[src/rtl/speck_decrypt_core.sv]
// Iterative Speck64/128 decryption: one inverse round per clock, round keys walked last to first.
// Build option SPECK_DEC_KEY_LATCH_EN snapshots rk_flat on start instead of reading it live.
module speck_decrypt_core #(
   parameter int W      = 32,
   parameter int ROUNDS = 27
) (
   input  logic                clk,
   input  logic                rst,
   input  logic                start,
   input  logic [W*ROUNDS-1:0] rk_flat,
   input  logic [W-1:0]        ct_x,
   input  logic [W-1:0]        ct_y,
   output logic [W-1:0]        pt_x,
   output logic [W-1:0]        pt_y,
   output logic                busy,
   output logic                done
);
   localparam int            RW     = (ROUNDS > 1) ? $clog2(ROUNDS) : 1;
   localparam logic [RW-1:0] R_LAST = RW'(ROUNDS - 1);

   typedef enum logic {IDLE, RUN} state_t;
   state_t state, state_nxt;

   logic [W-1:0]             x, y, k, mix, diff, x_nxt, y_nxt;
   logic [RW-1:0]            r;
   logic                     accept, last;
   logic [ROUNDS-1:0][W-1:0] rk;

`ifdef SPECK_DEC_KEY_LATCH_EN
   always_ff @(posedge clk) begin
      if (rst)         rk <= '0;
      else if (accept) rk <= rk_flat;
   end
`else
   assign rk = rk_flat;
`endif

   assign k = rk[r];

   // Inverse round: undo y = ROL(y,3)^x first, then x = (ROR(x,8)+y)^k.
   assign mix   = y ^ x;
   assign y_nxt = {mix[2:0], mix[W-1:3]};
   assign diff  = (x ^ k) - y_nxt;
   assign x_nxt = {diff[W-9:0], diff[W-1:W-8]};

   always_ff @(posedge clk) begin
      if (rst) state <= IDLE;
      else     state <= state_nxt;
   end

   always_comb begin
      state_nxt = state;
      accept    = 1'b0;
      last      = 1'b0;
      busy      = 1'b0;
      case (state)
         IDLE: begin
            accept = start;
            if (start) state_nxt = RUN;
         end
         RUN: begin
            busy = 1'b1;
            if (r == '0) begin
               last      = 1'b1;
               state_nxt = IDLE;
            end
         end
         default: state_nxt = IDLE;
      endcase
   end

   always_ff @(posedge clk) begin
      if (rst) begin
         x    <= '0;
         y    <= '0;
         r    <= '0;
         pt_x <= '0;
         pt_y <= '0;
         done <= 1'b0;
      end else begin
         done <= last;
         if (accept) begin
            x <= ct_x;
            y <= ct_y;
            r <= R_LAST;
         end else if (busy) begin
            if (last) begin
               pt_x <= x_nxt;
               pt_y <= y_nxt;
            end else begin
               x <= x_nxt;
               y <= y_nxt;
               r <= r - 1'b1;
            end
         end
      end
   end
endmodule

[config.mk]
export PLATFORM = sky130hd
export DESIGN_NAME = speck_decrypt_core
export DESIGN_NICKNAME = d
export VERILOG_FILES = /design/src/rtl/speck_decrypt_core.sv
export SDC_FILE = /design/constraint.sdc
export NUM_CORES = 1
export LEC_CHECK = 0
export CAP_MARGIN = 20
export CORE_AREA = 4 4 385 387
export DETAILED_ROUTE_END_ITERATION = 16
export DIE_AREA = 0 0 389 391
export GPL_ROUTABILITY_DRIVEN = 0
export SLEW_MARGIN = 40
export SYNTH_ARGS = -nofsm -noshare
export SYNTH_HDL_FRONTEND = slang
export SYNTH_SLANG_ARGS = --single-unit
[constraint.sdc]
create_clock -name clk -period 5.86 [get_ports clk]
set_input_delay 0.879 -clock clk [delete_from_list [all_inputs] [get_ports clk]]
set_output_delay 0.879 -clock clk [all_outputs]
set_load 0.01 [all_outputs]
==> metrics, run 1 <==
outcome completed; Fmax about 180 MHz; Hold Vio Cnt, Final 0; CP top delay family compound AO/OA/AOI/OAI gates; Reg-to-Reg End x[5]; Clock Sinks about 140; Hold Crit Depth 2; Initial Util 0.0975; Die Ht around 390 microns; fin cells ~4,400; max cap viols 0; clk buf depth 2; worst-case register-to-register setup slack 0.40 ns; TritonCTS clock tree built; Top cell by count, worst path buf_4; DRT iter0 DRCs 1,734; fin crit share 0.932; synthesized cell area 14,100 sq um; Syn Inst Count between 1,000 and 1,500; Synth Flop Type dfxtp_1; RSZ-0062 raised after global routing no; Final #Nets roughly 3,400; I/O Buffers roughly 1,000; DR vias roughly 18,000; FP Rows 140; EDFF count, synth 0; commonest non-fill, non-tap cell in the layout clkdlybuf4s50_1; crit-path max FO 22; fillers roughly 16,000; initial antenna violation count 108; worst path bufs/invs 3; worst skew pair latency between 0.4 and 0.5 ns; cell depth of the worst setup path 19; Seq/Total Area, Yosys 0.191; Synth Area in Compound Gates 0.177; Core Footprint 145,000 sq um; DRT Pass-1 Iters 6; DRC viols 0; Post-DP Area around 27,000 sq um; Post-Synth Simple-Gate Area 0.114; io pins around 1,000; most frequent cells in the layout clkdlybuf4s50_1 (995), mux4_2 (223), nand2_1 (180); Vias/cell slightly above 4; Reg2Reg Launch Point r[0]; FFs w/ async S/R, synth 0; Avg WL per Cell roughly 31 microns; hold_buf cts 0; Critical Path RT approximately 6.2 ns; Area Growth Syn to Fin 95.4%; HP Class reg -> reg; minimum clock period 5.46 ns; Worst path max stage delay a little under 0.6 ns; Clk Tree Root Cell clkbuf_16; adder-cell area share of the yosys netlist 0.0333; first-pass GRT wire length approximately 170 mm; Post-Syn Nets roughly 2,400; share of cells above drive strength 1 0.158; Synth warnings 0; Reg2Reg Depth 19; TNS Setup 0 ns; Die ar. between 150,000 and 200,000 sq um; crit path DAT slightly below 6 ns; xor-xnor portion of the synthesized cell area 0.0570; H-tree lvl count 4; final std cell area, no fill between 20,000 and 30,000 sq um; Critical path destination x[5]; Yosys reg bits around 140; Worst Skew between 0.015 and 0.02 ns; Die X-Extent 389 microns; CTS Buf Count 17; vias in the first global route approximately 18,000; mux contribution to synthesized area 0.380; largest net degree at the start of global routing 91; placed insts approximately 4,300; crit path launch r[0]; Worst setup EP type flop; DRT antenna net count 0; kind of critical path reg -> reg; Post-Route WL approximately 140 mm; total track usage 0.170; PwrDens ~250 nW/um^2; DP Wirelength 122 mm; Synth Area per Inst ~9.8 sq um; final hold slack 0.457 ns; Netlist cell types 61; Setup violations, final 0; Slew Limit Fails 0; largest family of logic cells by synthesized area multiplexers; worst-margin pin slew approximately 0.94 ns; VDD IR max 0.000230 V; Leak between 8 and 9 nW; clock-pin slew on the worst setup and hold paths roughly 0.060 ns; crit start category flop; grt total ovfl 0; Slew HR 0.368; CP max stage cell o211ai_1; crit-path cells buf_4 > mux2i_1 > o211ai_1 > o21ai_0 > buf_4 > o211ai_1 > o21ai_0 > buf_4 > xnor2_1 > ha_1 > nand4_1 > a21oi_1 > o21bai_2 > a211oi_2 > o32ai_2 > o21a_4 > o21ai_1 > mux2_2 > a211oi_1
-- how the worst min path moves through the flow --
| stage | from | to | slack [ns] |
|---|---|---|---|
| finish | pt_x[16] | pt_x[16] | 0.46 |
| global route | pt_x[14] | pt_x[14] | 0.47 |
| CTS | pt_x[14] | pt_x[14] | 0.46 |
| detailed placement | pt_x[14] | pt_x[14] | 0.45 |
| global placement | pt_x[29] | pt_x[29] | 0.44 |
| floorplan | y[0] | y[0] | 0.45 |
-- through the flow --
stage	power (W)	setup WS, ns	utilization
2_1_floorplan	0.00354	1.29	-
3_3_place_gp	0.00579	0.0831	0.185
3_5_place_dp	0.00582	0.0547	0.185
4_1_cts	0.00698	0.00540	0.190
5_1_grt	0.00734	0.0357	0.190
6_report	0.00696	0.398	0.191
-- cell type report --
cell class	count	area, sq um	share of cell area
repair buffers	1102	10900	0.395
multi-input cells	1152	10800	0.392
flip-flops and latches	135	2720	0.0986
well taps	1917	2400	0.0869
clock buffers	18	429	0.0155
clock inverters	13	171	0.00621
diodes	47	118	0.00426
inverters	16	60.1	0.00218
-- power breakdown --
part | switching [W] | internal, W | total [W] | leakage [nW]
clock | 0.000467 | 0.000673 | 0.00114 | 0.284
combinational | 0.00254 | 0.00208 | 0.00462 | 7.34
sequential | 0.000156 | 0.00104 | 0.00120 | 1.11
-- sequential cells by signal, summed over array words and instances, names as in the netlist --
register	count
x	32
pt_y	32
done	1
state	1
r	5
y	32
pt_x	32
-- layer usage --
layer,global-route usage,up-vias,wire length (microns)
met4,0.0567,56,5470
met2,0.268,1108,61400
met5,0,-,351
met1,0.214,8901,55400
li1,-,7649,-
met3,0.0609,209,14300
-- worst register-to-register path: cells and delay by family, from the launching register on --
family / cells / cell delay (ns)
compound gates: 11 / 2.74
mux: 2 / 0.50
xor+xnor: 1 / 0.14
buf+inv: 3 / 0.90
fa+ha+maj: 1 / 0.36
simple gates: 1 / 0.15
flops: 1 / 0.57
-- repair_timing --
item | in CTS | in global routing
endpoints found under the setup margin | 0 | 11
gates resized for setup | 0 | 1
buffers inserted | 0 | 4
-- synth_stat cells, types with 20 or more instances --
cell type / n / area [sq um]
mux4_2: 223 / 5020
nand2_1: 180 / 676
nor2_1: 152 / 571
dfxtp_1: 135 / 2700
clkbuf_1: 105 / 394
o21ai_0: 88 / 440
a21oi_1: 80 / 400
xnor2_1: 76 / 666
o211ai_1: 66 / 495
ha_1: 36 / 450
a211oi_1: 35 / 263
mux2i_1: 34 / 340
a221oi_1: 33 / 289
buf_2: 20 / 100
nand3_1: 20 / 100
-- logic make-up (layout without fill, tap and decap cells) --
group	Yosys count	in the layout
simple gates	396	396
compound gates	369	369
mux	258	258
buf+inv	160	1149
flops	135	135
xor+xnor	92	92
fa+ha+maj	37	37
other cells	0	47
Note: power is estimated with default switching activity, not from simulation.
==> run 2: changes to the inputs <==
--- a/config.mk
+++ b/config.mk
@@ -10,6 +10,7 @@
 export DETAILED_ROUTE_END_ITERATION = 16
 export DIE_AREA = 0 0 389 391
 export GPL_ROUTABILITY_DRIVEN = 0
+export SKIP_CTS_REPAIR_TIMING = 1
 export SLEW_MARGIN = 40
 export SYNTH_ARGS = -nofsm -noshare
 export SYNTH_HDL_FRONTEND = slang
==> results of run 2 <==
The final DEF is identical to that of run 1; final timing and power are the same.
